<file path="src/rtl/rf_write_queue_pkg.sv">
// Shared types for the register-file write queue: data/select widths and the queue entry layout.
package rf_write_queue_pkg;
    localparam int REG_SEL_W = 3;
    localparam int DATA_W    = 16;

    typedef struct packed {
        logic                 valid;
        logic [REG_SEL_W-1:0] regSel;
        logic [DATA_W-1:0]    data;
    } rfwqEntry_t;
endpackage

</file>
<file path="src/rtl/rf_write_queue_if.sv">
// Writeback request, register-file write port and pending-write lookup signals of rf_write_queue.
interface rf_write_queue_if #(parameter int PTR_W = 2);
    import rf_write_queue_pkg::*;

    logic                 inValid;
    logic [REG_SEL_W-1:0] inReg;
    logic [DATA_W-1:0]    inData;
    logic                 inReady;
    logic                 drainStall;
    logic [REG_SEL_W-1:0] writeRegSel;
    logic [DATA_W-1:0]    writeData;
    logic                 writeEn;
    logic [REG_SEL_W-1:0] readReg1Sel;
    logic [REG_SEL_W-1:0] readReg2Sel;
    logic                 hit1;
    logic                 hit2;
    logic [DATA_W-1:0]    fwdData1;
    logic [DATA_W-1:0]    fwdData2;
    logic [PTR_W:0]       count;

    modport master (
        output inValid, inReg, inData, drainStall, readReg1Sel, readReg2Sel,
        input  inReady, writeRegSel, writeData, writeEn, hit1, hit2, fwdData1, fwdData2, count
    );

    modport slave (
        input  inValid, inReg, inData, drainStall, readReg1Sel, readReg2Sel,
        output inReady, writeRegSel, writeData, writeEn, hit1, hit2, fwdData1, fwdData2, count
    );
endinterface

</file>
<file path="src/rtl/rf_write_queue_match.sv">
// Pending-write lookup: finds the youngest valid entry whose register equals sel.
module rfwq_match
    import rf_write_queue_pkg::*;
#(
    parameter int DEPTH = 4,
    parameter int PTR_W = 2
) (
    input  rfwqEntry_t [DEPTH-1:0] entries,
    input  logic [PTR_W-1:0]       tail,
    input  logic [REG_SEL_W-1:0]   sel,
    output logic                   hit,
    output logic [DATA_W-1:0]      data
);
    logic [PTR_W-1:0] idx;

    // Walk from tail (oldest slot) toward tail-1 (youngest) so the last match wins.
    always_comb begin
        hit  = 1'b0;
        data = '0;
        idx  = '0;
        for (int i = 0; i < DEPTH; i++) begin
            idx = tail + PTR_W'(i);
            if (entries[idx].valid && entries[idx].regSel == sel) begin
                hit  = 1'b1;
                data = entries[idx].data;
            end
        end
    end
endmodule

</file>
<file path="src/rtl/rf_write_queue.sv">
// In-order writeback queue draining into the register-file write port, with pending-write forwarding.
// Optional same-cycle bypass of an empty queue: define RFWQ_PASSTHRU_EN.
module rf_write_queue
    import rf_write_queue_pkg::*;
#(
    parameter int DEPTH = 4,
    parameter int PTR_W = 2
) (
    input  logic              clk,
    input  logic              rst,
    rf_write_queue_if.slave   q
);
    rfwqEntry_t [DEPTH-1:0] entries;
    logic [PTR_W-1:0]       head;
    logic [PTR_W-1:0]       tail;
    logic [PTR_W:0]         cnt;

    logic notEmpty, full, passThru, push, pop;
    logic hitRaw1, hitRaw2;
    logic [DATA_W-1:0] fwdRaw1, fwdRaw2;

    assign notEmpty = (cnt != '0);
    assign full     = (cnt == (PTR_W+1)'(DEPTH));

`ifdef RFWQ_PASSTHRU_EN
    assign passThru = ~notEmpty & q.inValid & ~q.drainStall;
`else
    assign passThru = 1'b0;
`endif

    assign q.inReady = ~full;
    assign q.count   = cnt;
    assign push      = q.inValid & ~full & ~passThru;
    assign pop       = notEmpty & ~q.drainStall;

    // Outputs are forced quiet during reset so a discarded entry can never reach the file.
    always_comb begin
        q.writeEn     = 1'b0;
        q.writeRegSel = '0;
        q.writeData   = '0;
        if (!rst) begin
            if (notEmpty) begin
                q.writeEn     = pop;
                q.writeRegSel = entries[head].regSel;
                q.writeData   = entries[head].data;
            end else if (passThru) begin
                q.writeEn     = 1'b1;
                q.writeRegSel = q.inReg;
                q.writeData   = q.inData;
            end
        end
    end

    rfwq_match #(.DEPTH(DEPTH), .PTR_W(PTR_W)) uMatch1 (
        .entries(entries), .tail(tail), .sel(q.readReg1Sel), .hit(hitRaw1), .data(fwdRaw1)
    );
    rfwq_match #(.DEPTH(DEPTH), .PTR_W(PTR_W)) uMatch2 (
        .entries(entries), .tail(tail), .sel(q.readReg2Sel), .hit(hitRaw2), .data(fwdRaw2)
    );

    assign q.hit1     = hitRaw1 & ~rst;
    assign q.hit2     = hitRaw2 & ~rst;
    assign q.fwdData1 = rst ? '0 : fwdRaw1;
    assign q.fwdData2 = rst ? '0 : fwdRaw2;

    always_ff @(posedge clk) begin
        if (rst) begin
            head <= '0;
            tail <= '0;
            cnt  <= '0;
            for (int i = 0; i < DEPTH; i++) entries[i].valid <= 1'b0;
        end else begin
            if (push) begin
                entries[tail].valid  <= 1'b1;
                entries[tail].regSel <= q.inReg;
                entries[tail].data   <= q.inData;
                tail                 <= tail + 1'b1;
            end
            if (pop) begin
                entries[head].valid <= 1'b0;
                head                <= head + 1'b1;
            end
            case ({push, pop})
                2'b10:   cnt <= cnt + 1'b1;
                2'b01:   cnt <= cnt - 1'b1;
                default: cnt <= cnt;
            endcase
        end
    end
endmodule

</file>
<file path="src/flat_wrapper.sv">
// flat-port wrapper written by rule: the top's interface ports become plain ports
module rf_write_queue_flat import rf_write_queue_pkg::*;
#(
    parameter int DEPTH = 4,
    parameter int PTR_W = 2
)
  (clk, rst, q_inValid, q_inReg, q_inData, q_drainStall, q_readReg1Sel, q_readReg2Sel, q_inReady, q_writeRegSel, q_writeData, q_writeEn, q_hit1, q_hit2, q_fwdData1, q_fwdData2, q_count);
  rf_write_queue_if #(.PTR_W(PTR_W)) q_i ();
  input  logic clk;
  input  logic rst;
  input wire logic [$bits(q_i.inValid)-1:0] q_inValid;
  input wire logic [$bits(q_i.inReg)-1:0] q_inReg;
  input wire logic [$bits(q_i.inData)-1:0] q_inData;
  input wire logic [$bits(q_i.drainStall)-1:0] q_drainStall;
  input wire logic [$bits(q_i.readReg1Sel)-1:0] q_readReg1Sel;
  input wire logic [$bits(q_i.readReg2Sel)-1:0] q_readReg2Sel;
  output wire logic [$bits(q_i.inReady)-1:0] q_inReady;
  output wire logic [$bits(q_i.writeRegSel)-1:0] q_writeRegSel;
  output wire logic [$bits(q_i.writeData)-1:0] q_writeData;
  output wire logic [$bits(q_i.writeEn)-1:0] q_writeEn;
  output wire logic [$bits(q_i.hit1)-1:0] q_hit1;
  output wire logic [$bits(q_i.hit2)-1:0] q_hit2;
  output wire logic [$bits(q_i.fwdData1)-1:0] q_fwdData1;
  output wire logic [$bits(q_i.fwdData2)-1:0] q_fwdData2;
  output wire logic [$bits(q_i.count)-1:0] q_count;
  assign q_i.inValid = q_inValid;
  assign q_i.inReg = q_inReg;
  assign q_i.inData = q_inData;
  assign q_i.drainStall = q_drainStall;
  assign q_i.readReg1Sel = q_readReg1Sel;
  assign q_i.readReg2Sel = q_readReg2Sel;
  assign q_inReady = q_i.inReady;
  assign q_writeRegSel = q_i.writeRegSel;
  assign q_writeData = q_i.writeData;
  assign q_writeEn = q_i.writeEn;
  assign q_hit1 = q_i.hit1;
  assign q_hit2 = q_i.hit2;
  assign q_fwdData1 = q_i.fwdData1;
  assign q_fwdData2 = q_i.fwdData2;
  assign q_count = q_i.count;
  rf_write_queue #(.DEPTH(DEPTH), .PTR_W(PTR_W)) u_core (.clk(clk), .rst(rst), .q(q_i));
endmodule
</file>
<file path="config.mk">
export PLATFORM = sky130hd
export DESIGN_NAME = rf_write_queue_flat
export DESIGN_NICKNAME = d
export VERILOG_FILES = /design/src/rtl/rf_write_queue_pkg.sv /design/src/rtl/rf_write_queue_if.sv /design/src/rtl/rf_write_queue_match.sv /design/src/rtl/rf_write_queue.sv /design/src/flat_wrapper.sv
export SDC_FILE = /design/constraint.sdc
export NUM_CORES = 1
export LEC_CHECK = 0
export CAP_MARGIN = 5
export CORE_AREA = 2 2 135 137
export CTS_CLUSTER_DIAMETER = 80
export DETAILED_ROUTE_END_ITERATION = 7
export DIE_AREA = 0 0 137 139
export GPL_ROUTABILITY_DRIVEN = 1
export PLACE_DENSITY = 0.81
export SKIP_CTS_REPAIR_TIMING = 1
export SYNTH_ARGS = -nofsm -noshare
export SYNTH_HDL_FRONTEND = slang
export SYNTH_HIERARCHICAL = 1
export SYNTH_SLANG_ARGS = --single-unit
</file>
<file path="constraint.sdc">
create_clock -name clk -period 6.6 [get_ports clk]
set_clock_uncertainty 0.15 [all_clocks]
set_input_delay 1.98 -clock clk [delete_from_list [all_inputs] [get_ports clk]]
set_output_delay 1.98 -clock clk [all_outputs]
set_load 0.005 [all_outputs]
</file>
==> flow_results.xml, run 1 <==
<?xml version="1.0" encoding="UTF-8"?>
<metrics>
  <group name="setup_path">
    <metric name="path_delay_family" unit="">compound AO/OA/AOI/OAI gates</metric>
    <metric name="path_buf_inv" unit="">2</metric>
    <metric name="timing_worst_setup_path_type" unit="">primary input to primary output</metric>
    <metric name="worst_setup_path_end_kind" unit="">primary output</metric>
    <metric name="cells_along_the_critical_path" unit="">clkbuf_2 &gt; xor2_2 &gt; o32ai_2 &gt; nor4b_4 &gt; mux2_4 &gt; nand2_1 &gt; a221oi_2 &gt; nor2b_1 &gt; clkdlybuf4s50_1</metric>
    <metric name="cpPeakStageDelay" unit="ns">0.54</metric>
    <metric name="worstPathMaxFanout" unit="">5</metric>
    <metric name="cp.arrival" unit="ns">4.52</metric>
    <metric name="worst-endpoint-required" unit="ns">4.47</metric>
    <metric name="setup.worst_path.start_class" unit="">primary input</metric>
    <metric name="crit_path_top_delay_cell" unit="">clkdlybuf4s50_1</metric>
  </group>
  <group name="outcome">
    <metric name="failing_checks" unit="">DRC, setup timing</metric>
    <metric name="run_status" unit="">finished with violations</metric>
  </group>
  <group name="pwr">
    <metric name="cellPowerDensity" unit="mW/mm^2">226</metric>
    <metric name="overall_power" unit="mW">2.35</metric>
    <metric name="power.static_leakage" unit="nW">3.75</metric>
    <metric name="power.ir.vdd_worst" unit="uV">126</metric>
  </group>
  <group name="synth">
    <metric name="syn-num-nets" unit="">924</metric>
    <metric name="avgSynthCellArea" unit="sq um">9.55</metric>
    <metric name="synth_warnings" unit="">6</metric>
    <metric name="yosys-top-cells-area" unit="">edfxtp_1 27%, mux2i_1 10%, a211oi_1 8.9%</metric>
    <metric name="synth_flop_cell" unit="">edfxtp_1</metric>
    <metric name="synth_top_cell_area_share" unit="">0.270</metric>
    <metric name="synth_edf_count" unit="">76</metric>
    <metric name="synth_area" unit="sq mm">0.00845</metric>
    <metric name="postSynthCellCount" unit="">885</metric>
    <metric name="library_cell_occupying_the_most_area_in_the_post_synthesis_netlist" unit="">edfxtp_1</metric>
    <metric name="synth_seq_area_share" unit="">0.296</metric>
    <metric name="fraction_of_registers_with_async_set_or_reset_after_synthesis" unit="">0</metric>
    <metric name="synth-seq-cells" unit="">87</metric>
    <metric name="synth.distinct_cells" unit="">48</metric>
  </group>
  <group name="detailed_routing">
    <metric name="met3_wirelength" unit="um">2280</metric>
    <metric name="drt_first_iter_violations" unit="">943</metric>
    <metric name="average_wire_length_per_cell_after_detail_routing" unit="um">20.9</metric>
    <metric name="detail_route.drc_violations" unit="">1</metric>
    <metric name="post_detailed_route_count_of_antenna_violating_nets" unit="">0</metric>
    <metric name="routed_wirelength" unit="um">25000</metric>
    <metric name="top_signal_layer_used" unit="">met4</metric>
    <metric name="met2_length" unit="um">11600</metric>
    <metric name="drt-met1-wl" unit="um">10500</metric>
    <metric name="detail_route.first_pass.iterations" unit="">8</metric>
    <metric name="detailroute.via_count" unit="">7519</metric>
    <metric name="route.detailed.vias_per_inst" unit="">6.28</metric>
  </group>
  <group name="clocking">
    <metric name="clock_tree.buffer_depth" unit="">2</metric>
    <metric name="tritoncts_num_sinks" unit="">87</metric>
    <metric name="cts_buffers" unit="">9</metric>
    <metric name="cts_tree" unit="">done</metric>
    <metric name="clk_pin_slew" unit="ns">0.06</metric>
    <metric name="cts.htree.levels" unit="">3</metric>
    <metric name="insertion_delay" unit="ns">0.34</metric>
    <metric name="clock_tree.root_cell" unit="">clkbuf_16</metric>
  </group>
  <group name="grt">
    <metric name="wire_length_of_the_first_global_routing_pass" unit="um">37300</metric>
    <metric name="grt_start_max_net_pins" unit="">134</metric>
    <metric name="gr-total-overflow" unit="">0</metric>
    <metric name="antenna_found_initial" unit="">0</metric>
    <metric name="first_global_vias" unit="">6950</metric>
    <metric name="grt.total_usage" unit="">0.251</metric>
  </group>
  <group name="die">
    <metric name="placementRows" unit="">49</metric>
    <metric name="floorplan.die.height" unit="um">139</metric>
    <metric name="dieArea" unit="sq mm">0.0190</metric>
    <metric name="design.core.area" unit="sq mm">0.0177</metric>
    <metric name="initial_core_util" unit="">0.478</metric>
    <metric name="die_x" unit="um">137</metric>
    <metric name="pin_count" unit="">87</metric>
  </group>
  <group name="sta">
    <metric name="slew_hr" unit="">0.196</metric>
    <metric name="finalHoldViolCount" unit="">0</metric>
    <metric name="finalMaxSlewViolations" unit="">0</metric>
    <metric name="min_period" unit="ns">6.65</metric>
    <metric name="final_min_period_over_clock_period" unit="">1.01</metric>
    <metric name="tightest_slew" unit="ns">1.20</metric>
    <metric name="setup_viol" unit="">5</metric>
    <metric name="setup_repair_after_global_routing_missed_its_margin" unit="">true</metric>
    <metric name="max_clock_freq" unit="GHz">0.150</metric>
    <metric name="final.setup.worst_slack" unit="ns">-0.0518</metric>
  </group>
  <group name="finish">
    <metric name="design_area" unit="sq mm">0.0104</metric>
    <metric name="fill_cells" unit="">1434</metric>
    <metric name="mostFrequentLayoutCells" unit="">102 x nand2_1, 98 x a211oi_1, 88 x mux2i_1, 76 x edfxtp_1, 75 x nor2_1</metric>
    <metric name="num-nets-final" unit="">1003</metric>
    <metric name="layout_commonest_cell" unit="">nand2_1</metric>
    <metric name="n_antenna_cell" unit="">0</metric>
    <metric name="share_of_layout_cells_above_drive_strength_1" unit="">0.257</metric>
    <metric name="flow.area_growth_from_synthesis" unit="%">23.4</metric>
    <metric name="non_filler_instance_count_after_layout" unit="">1198</metric>
  </group>
  <group name="place">
    <metric name="postPlaceCellArea" unit="sq mm">0.00969</metric>
    <metric name="post-dp-hpwl" unit="um">16900</metric>
    <metric name="io_buffer_count" unit="">86</metric>
    <metric name="final_wtd_congestion" unit="">0.921</metric>
    <metric name="placed_cells" unit="">1172</metric>
  </group>
  <group name="min_path">
    <metric name="hp-class" unit="">flop to flop</metric>
  </group>
  <group name="flow_run">
    <metric name="max_cap_viols" unit="">0</metric>
  </group>
</metrics>
layout make-up:
cell class	count	area, sq um	share of cell area
multi-input combinational	701	5740	0.550
sequential	87	2510	0.241
timing repair buffer	151	1510	0.145
clock buffer	14	317	0.0304
tap	229	287	0.0275
inverter	14	52.6	0.00504
clock inverter	2	15.0	0.00144
per-layer routing:
layer,up-vias,track usage
met5,-,0
met4,0,0.0890
met3,60,0.0439
met2,423,0.388
met1,3561,0.353
li1,3475,-
stage by stage:
step / setup TNS (ns) / setup WS, ns / hold WS [ns] / util
after floorplan: 0 / 0.826 / 0.345 / -
after global placement: -10.69 / -0.421 / 0.351 / 0.549
after detailed placement: -10.96 / -0.458 / 0.366 / 0.549
after CTS: -11.45 / -0.461 / 0.375 / 0.568
after global routing: -0.742 / -0.135 / 0.445 / 0.590
final: -0.187 / -0.0518 / 0.375 / 0.590
cells by family after synthesis:
| family | Yosys count | synth area share |
|---|---|---|
| AOI/OAI and AO/OA | 219 | 0.199 |
| xor gates and xnor gates | 30 | 0.0311 |
| adders and majority gates | 10 | 0.0157 |
| buffers and inverters | 99 | 0.0603 |
| DFF | 87 | 0.296 |
| muxes | 175 | 0.247 |
| and+or+nand+nor | 265 | 0.150 |
cell usage after synthesis (9+ instances only):
library cell	count
nand2_1	102
a211oi_1	100
mux2i_1	88
edfxtp_1	76
nor2_1	75
o21ai_0	67
mux2_2	65
nor2b_1	57
clkbuf_1	43
buf_2	26
a221oi_2	20
xnor2_1	20
mux4_2	19
inv_1	13
a221oi_1	12
dfxtp_1	11
xor2_1	10
ha_1	9
final timing paths:
path / slack, ns / cells past startpoint / end / startpoint
min reg2reg: 0.38 / 2 / u_core/q.count[2] / u_core/q.count[2]
max: -0.05 / 9 / q_fwdData1[2] / q_readReg1Sel[1]
min: 0.38 / 2 / u_core/q.count[2] / u_core/q.count[2]
max reg2reg: 3.31 / 4 / flop / u_core/tail[1]
where the power goes:
part / switching (mW) / internal (mW)
clock: 0.212 / 0.333
combinational: 0.544 / 0.518
sequential: 0.100 / 0.643
worst reg2reg max path: stages, from the launching register on:
cell	delay (ns)
dfxtp_4	0.81
buf_12	0.47
ha_1	0.30
nor3b_2	0.85
buf_4	0.40
Note: power is estimated with default switching activity, not from simulation.
==> run 2, diff against run 1 <==
--- a/config.mk
+++ b/config.mk
@@ -7,12 +7,12 @@
 export LEC_CHECK = 0
 export CAP_MARGIN = 5
 export CORE_AREA = 2 2 135 137
-export CTS_CLUSTER_DIAMETER = 80
 export DETAILED_ROUTE_END_ITERATION = 7
 export DIE_AREA = 0 0 137 139
 export GPL_ROUTABILITY_DRIVEN = 1
 export PLACE_DENSITY = 0.81
 export SKIP_CTS_REPAIR_TIMING = 1
+export SKIP_LAST_GASP = 1
 export SYNTH_ARGS = -nofsm -noshare
 export SYNTH_HDL_FRONTEND = slang
 export SYNTH_HIERARCHICAL = 1
==> flow_results.xml, run 2 (synthesized netlist as in run 1, its figures left out) <==
<?xml version="1.0" encoding="UTF-8"?>
<metrics>
  <group name="min_path">
    <metric name="hp-class" unit="">flop to flop</metric>
  </group>
  <group name="clocking">
    <metric name="clk_pin_slew" unit="ns">0.06</metric>
    <metric name="clock_tree.root_cell" unit="">clkbuf_16</metric>
    <metric name="cts.htree.levels" unit="">3</metric>
    <metric name="tritoncts_num_sinks" unit="">87</metric>
    <metric name="clock_tree.buffer_depth" unit="">2</metric>
    <metric name="cts_buffers" unit="">9</metric>
    <metric name="insertion_delay" unit="ns">0.34</metric>
    <metric name="cts_tree" unit="">done</metric>
  </group>
  <group name="outcome">
    <metric name="failing_checks" unit="">setup timing</metric>
    <metric name="run_status" unit="">finished with violations</metric>
  </group>
  <group name="sta">
    <metric name="final.setup.worst_slack" unit="ns">-0.102</metric>
    <metric name="slew_hr" unit="">0.166</metric>
    <metric name="finalMaxSlewViolations" unit="">0</metric>
    <metric name="tightest_slew" unit="ns">1.24</metric>
    <metric name="finalHoldWorstSlack" unit="ns">0.375</metric>
    <metric name="setup_repair_after_global_routing_missed_its_margin" unit="">true</metric>
    <metric name="final_min_period_over_clock_period" unit="">1.02</metric>
    <metric name="max_clock_freq" unit="GHz">0.149</metric>
    <metric name="setup_viol" unit="">8</metric>
    <metric name="finalHoldViolCount" unit="">0</metric>
    <metric name="min_period" unit="ns">6.70</metric>
  </group>
  <group name="finish">
    <metric name="share_of_layout_cells_above_drive_strength_1" unit="">0.246</metric>
    <metric name="num-nets-final" unit="">1003</metric>
    <metric name="mostFrequentLayoutCells" unit="">102 x nand2_1, 98 x a211oi_1, 88 x mux2i_1, 76 x edfxtp_1, 75 x nor2_1</metric>
    <metric name="layout_commonest_cell" unit="">nand2_1</metric>
    <metric name="non_filler_instance_count_after_layout" unit="">1198</metric>
    <metric name="flow.area_growth_from_synthesis" unit="%">22.7</metric>
    <metric name="n_antenna_cell" unit="">0</metric>
  </group>
  <group name="setup_path">
    <metric name="worstPathMaxFanout" unit="">5</metric>
    <metric name="setup.worst_path.start_class" unit="">primary input</metric>
    <metric name="worst-endpoint-required" unit="ns">4.47</metric>
    <metric name="worst_setup_path_end_kind" unit="">primary output</metric>
    <metric name="timing_worst_setup_path_type" unit="">primary input to primary output</metric>
    <metric name="cp.arrival" unit="ns">4.57</metric>
  </group>
  <group name="grt">
    <metric name="grt_use_met2" unit="">0.388</metric>
    <metric name="grt.total_usage" unit="">0.251</metric>
    <metric name="first_global_vias" unit="">6950</metric>
    <metric name="antenna_found_initial" unit="">0</metric>
    <metric name="wire_length_of_the_first_global_routing_pass" unit="um">37300</metric>
    <metric name="gr-total-overflow" unit="">0</metric>
    <metric name="grt_start_max_net_pins" unit="">134</metric>
    <metric name="busiest_layer" unit="">met2</metric>
    <metric name="grtUsageMet3" unit="">0.0439</metric>
    <metric name="globalRouteMet1Util" unit="">0.353</metric>
  </group>
  <group name="pwr">
    <metric name="power.static_leakage" unit="nW">3.57</metric>
    <metric name="power.ir.vdd_worst" unit="uV">128</metric>
    <metric name="overall_power" unit="mW">2.35</metric>
    <metric name="cellPowerDensity" unit="mW/mm^2">227</metric>
  </group>
  <group name="die">
    <metric name="placementRows" unit="">49</metric>
    <metric name="dieArea" unit="sq mm">0.0190</metric>
    <metric name="die_x" unit="um">137</metric>
    <metric name="initial_core_util" unit="">0.478</metric>
    <metric name="floorplan.die.height" unit="um">139</metric>
    <metric name="pin_count" unit="">87</metric>
    <metric name="design.core.area" unit="sq mm">0.0177</metric>
  </group>
  <group name="detailed_routing">
    <metric name="routed_wirelength" unit="um">25000</metric>
    <metric name="post_detailed_route_count_of_antenna_violating_nets" unit="">0</metric>
    <metric name="detail_route.drc_violations" unit="">0</metric>
    <metric name="route.detailed.vias_per_inst" unit="">6.27</metric>
    <metric name="average_wire_length_per_cell_after_detail_routing" unit="um">20.9</metric>
    <metric name="detail_route.first_pass.iterations" unit="">5</metric>
    <metric name="drt_first_iter_violations" unit="">887</metric>
    <metric name="detailroute.via_count" unit="">7506</metric>
  </group>
  <group name="place">
    <metric name="final_wtd_congestion" unit="">0.921</metric>
    <metric name="post-dp-hpwl" unit="um">16900</metric>
    <metric name="io_buffer_count" unit="">86</metric>
    <metric name="dp_worst_setup_slack" unit="ns">-0.458</metric>
    <metric name="placed_cells" unit="">1172</metric>
  </group>
  <group name="flow_run">
    <metric name="max_cap_viols" unit="">0</metric>
  </group>
</metrics>
[run 2: changes by cell type in the layout (fill, tap and decap cells not counted)]
cell | before | now
clkdlybuf4s50_1 | 57 | 67
dlymetal6s2s_1 | 27 | 17
nor2b_1 | 45 | 54
nor2b_2 | 11 | 2
a221oi_1 | 1 | 3
a221oi_2 | 30 | 28
[run 2: final cells by class]
type	count	area, sq um
Clock buffer	14	317
Clock inverter	2	15.0
Sequential cell	87	2510
Tap cell	229	287
Inverter	14	52.6
Multi-Input combinational cell	701	5700
Fill cell	1438	7290
Timing Repair Buffer	151	1480
[run 2: worst paths after layout]
check | startpoint | endpoint | slack (ns) | cells past startpoint
setup / recovery | q_readReg1Sel[1] | q_fwdData1[7] | -0.10 | 10
hold reg to reg | u_core/q.count[2] | u_core/q.count[2] | 0.38 | 2
setup reg to reg | u_core/tail[1] | flop | 3.30 | 4
hold / removal | u_core/q.count[2] | u_core/q.count[2] | 0.38 | 2
[run 2: power breakdown]
group	leakage (nW)	switching, mW	internal, mW
Clock	0.166	0.212	0.333
Combinational	2.62	0.542	0.517
Sequential	0.782	0.101	0.643
[run 2: worst max-delay path, stage by stage]
cell and delay, ns:
clkbuf_2 0.14, xor2_2 0.17, o32ai_2 0.39, nor4b_4 0.40
mux2_4 0.28, buf_4 0.13, nand2_1 0.08, a221oi_2 0.33
nor2b_1 0.17, clkdlybuf4s50_1 0.51
[run 2: metrics by stage]
step | utilization | cell area, sq um | TNS [ns]
6_report | 0.587 | 10400 | -0.418
5_1_grt | 0.587 | 10400 | -1.96
4_1_cts | 0.568 | 10000 | -11.45
3_5_place_dp | 0.549 | 9690 | -10.96
3_3_place_gp | 0.549 | 9690 | -10.69
2_1_floorplan | - | 8450 | 0
[run 2: per-layer routing]
metal  share of wire  vias up
li1                -     3479
met5               0        -
met4           0.023        0
met3           0.094       60
met2            0.46      427
met1            0.42     3540
==> run 3, diff against run 2 <==
--- a/config.mk
+++ b/config.mk
@@ -11,6 +11,7 @@
 export DIE_AREA = 0 0 137 139
 export GPL_ROUTABILITY_DRIVEN = 1
 export PLACE_DENSITY = 0.81
+export REMOVE_ABC_BUFFERS = 1
 export SKIP_CTS_REPAIR_TIMING = 1
 export SKIP_LAST_GASP = 1
 export SYNTH_ARGS = -nofsm -noshare
==> flow_results.xml, run 3 (synthesized netlist as in run 1, its figures left out) <==
<?xml version="1.0" encoding="UTF-8"?>
<metrics>
  <group name="pwr">
    <metric name="overall_power" unit="mW">2.27</metric>
    <metric name="power.ir.vdd_worst" unit="uV">129</metric>
    <metric name="cellPowerDensity" unit="mW/mm^2">221</metric>
    <metric name="power.static_leakage" unit="nW">3.40</metric>
  </group>
  <group name="clocking">
    <metric name="clk_pin_slew" unit="ns">0.06</metric>
    <metric name="cts_buffers" unit="">9</metric>
    <metric name="clock_tree.root_cell" unit="">clkbuf_16</metric>
    <metric name="cts_tree" unit="">done</metric>
    <metric name="insertion_delay" unit="ns">0.35</metric>
    <metric name="clock_tree.buffer_depth" unit="">2</metric>
    <metric name="cts.htree.levels" unit="">3</metric>
    <metric name="tritoncts_num_sinks" unit="">87</metric>
  </group>
  <group name="detailed_routing">
    <metric name="detail_route.drc_violations" unit="">0</metric>
    <metric name="average_wire_length_per_cell_after_detail_routing" unit="um">19.4</metric>
    <metric name="drt-met1-wl" unit="um">9740</metric>
    <metric name="detailroute.via_count" unit="">7251</metric>
    <metric name="drt_first_iter_violations" unit="">589</metric>
    <metric name="detail_route.first_pass.iterations" unit="">8</metric>
    <metric name="met2_length" unit="um">11400</metric>
    <metric name="top_signal_layer_used" unit="">met4</metric>
    <metric name="met3_wirelength" unit="um">1530</metric>
    <metric name="post_detailed_route_count_of_antenna_violating_nets" unit="">0</metric>
    <metric name="route.detailed.vias_per_inst" unit="">6.08</metric>
    <metric name="routed_wirelength" unit="um">23200</metric>
  </group>
  <group name="die">
    <metric name="floorplan.die.height" unit="um">139</metric>
    <metric name="placementRows" unit="">49</metric>
    <metric name="dieArea" unit="sq mm">0.0190</metric>
    <metric name="pin_count" unit="">87</metric>
    <metric name="die_x" unit="um">137</metric>
    <metric name="initial_core_util" unit="">0.478</metric>
    <metric name="design.core.area" unit="sq mm">0.0177</metric>
  </group>
  <group name="setup_path">
    <metric name="crit_path_top_delay_cell" unit="">clkdlybuf4s50_1</metric>
    <metric name="worstPathMaxFanout" unit="">5</metric>
    <metric name="cpPeakStageDelay" unit="ns">0.50</metric>
    <metric name="cells_along_the_critical_path" unit="">clkbuf_2 &gt; xor2_2 &gt; o32ai_4 &gt; nor4b_4 &gt; mux2_4 &gt; buf_4 &gt; nand2_1 &gt; a221oi_4 &gt; nor2b_2 &gt; clkdlybuf4s50_1</metric>
    <metric name="timing_worst_setup_path_type" unit="">primary input to primary output</metric>
    <metric name="worst-endpoint-required" unit="ns">4.47</metric>
    <metric name="setup.worst_path.start_class" unit="">primary input</metric>
    <metric name="worst_setup_path_end_kind" unit="">primary output</metric>
    <metric name="path_delay_family" unit="">buffers and inverters</metric>
    <metric name="cp.arrival" unit="ns">4.45</metric>
    <metric name="path_buf_inv" unit="">3</metric>
  </group>
  <group name="place">
    <metric name="final_wtd_congestion" unit="">0.888</metric>
    <metric name="io_buffer_count" unit="">86</metric>
    <metric name="post-dp-hpwl" unit="um">15100</metric>
    <metric name="postPlaceCellArea" unit="sq mm">0.00969</metric>
  </group>
  <group name="grt">
    <metric name="first_global_vias" unit="">6810</metric>
    <metric name="antenna_found_initial" unit="">0</metric>
    <metric name="grt.total_usage" unit="">0.234</metric>
    <metric name="grt_start_max_net_pins" unit="">116</metric>
    <metric name="wire_length_of_the_first_global_routing_pass" unit="um">34900</metric>
    <metric name="gr-total-overflow" unit="">0</metric>
  </group>
  <group name="sta">
    <metric name="setup_repair_after_global_routing_missed_its_margin" unit="">true</metric>
    <metric name="fin_setup_tns" unit="ns">0</metric>
    <metric name="finalMaxSlewViolations" unit="">0</metric>
    <metric name="finalHoldViolCount" unit="">0</metric>
    <metric name="slew_hr" unit="">0.371</metric>
    <metric name="max_clock_freq" unit="GHz">0.152</metric>
    <metric name="finalHoldWorstSlack" unit="ns">0.369</metric>
    <metric name="final_min_period_over_clock_period" unit="">0.998</metric>
    <metric name="tightest_slew" unit="ns">0.943</metric>
    <metric name="min_period" unit="ns">6.58</metric>
    <metric name="setup_viol" unit="">0</metric>
  </group>
  <group name="finish">
    <metric name="num-nets-final" unit="">997</metric>
    <metric name="fill_cells" unit="">1425</metric>
    <metric name="layout_commonest_cell" unit="">nand2_1</metric>
    <metric name="flow.area_growth_from_synthesis" unit="%">21.8</metric>
    <metric name="share_of_layout_cells_above_drive_strength_1" unit="">0.236</metric>
    <metric name="design_area" unit="sq mm">0.0103</metric>
    <metric name="area_taken_by_multi_input_logic_gates" unit="sq mm">0.00566</metric>
    <metric name="finalCoreUtilization" unit="">0.583</metric>
    <metric name="n_antenna_cell" unit="">0</metric>
    <metric name="seq_area" unit="sq mm">0.00251</metric>
    <metric name="mostFrequentLayoutCells" unit="">102 x nand2_1, 99 x a211oi_1, 88 x mux2i_1, 76 x edfxtp_1, 75 x nor2_1</metric>
  </group>
  <group name="outcome">
    <metric name="run_status" unit="">completed</metric>
  </group>
  <group name="flow_run">
    <metric name="max_cap_viols" unit="">0</metric>
  </group>
  <group name="min_path">
    <metric name="hp-class" unit="">flop to flop</metric>
  </group>
</metrics>
[run 3: tightest hold or removal path, delay by kind of cell, from the launching register on]
kind,cells,cell delay [ns]
flip-flops,1,0.33
AO/OA/AOI/OAI,2,0.14
[run 3: stage by stage]
step | instances | worst slack [ns]
3_5_place_dp | 1171 | -0.429
6_report | 1192 | 0.0161
5_1_grt | 1192 | -0.0663
2_1_floorplan | 800 | -2.76
4_1_cts | 1187 | -0.428
3_3_place_gp | 1171 | -0.424
[run 3: final timing paths]
kind                     start                 to  slack, ns  depth (start not counted)
max           q_readReg2Sel[1]      q_fwdData2[1]       0.02                         10
min          u_core/q.count[2]  u_core/q.count[2]       0.37                          2
min reg2reg  u_core/q.count[2]  u_core/q.count[2]       0.37                          2
max reg2reg     u_core/tail[1]               flop       3.51                          4
[run 3: power by group]
part | switching, mW | leakage (nW) | total [mW] | internal (mW)
registers | 0.110 | 0.782 | 0.753 | 0.643
logic | 0.505 | 2.49 | 1.02 | 0.515
clock network | 0.220 | 0.134 | 0.498 | 0.278
total | 0.835 | 3.40 | 2.27 | 1.44
[run 3: area by class of cell]
type / count / area share
Clock buffer: 12 / 0.0251
Clock inverter: 4 / 0.00280
Inverter: 14 / 0.00511
Multi-Input combinational cell: 699 / 0.550
Sequential cell: 87 / 0.244
Tap cell: 229 / 0.0279
Timing Repair Buffer: 147 / 0.145
[run 3: metal layers]
| layer | GRT usage | up-vias |
|---|---|---|
| met3 | 0.0373 | 48 |
| met1 | 0.296 | 3447 |
| met5 | 0 | - |
| met2 | 0.402 | 289 |
| li1 | - | 3467 |
| met4 | 0.0825 | 0 |
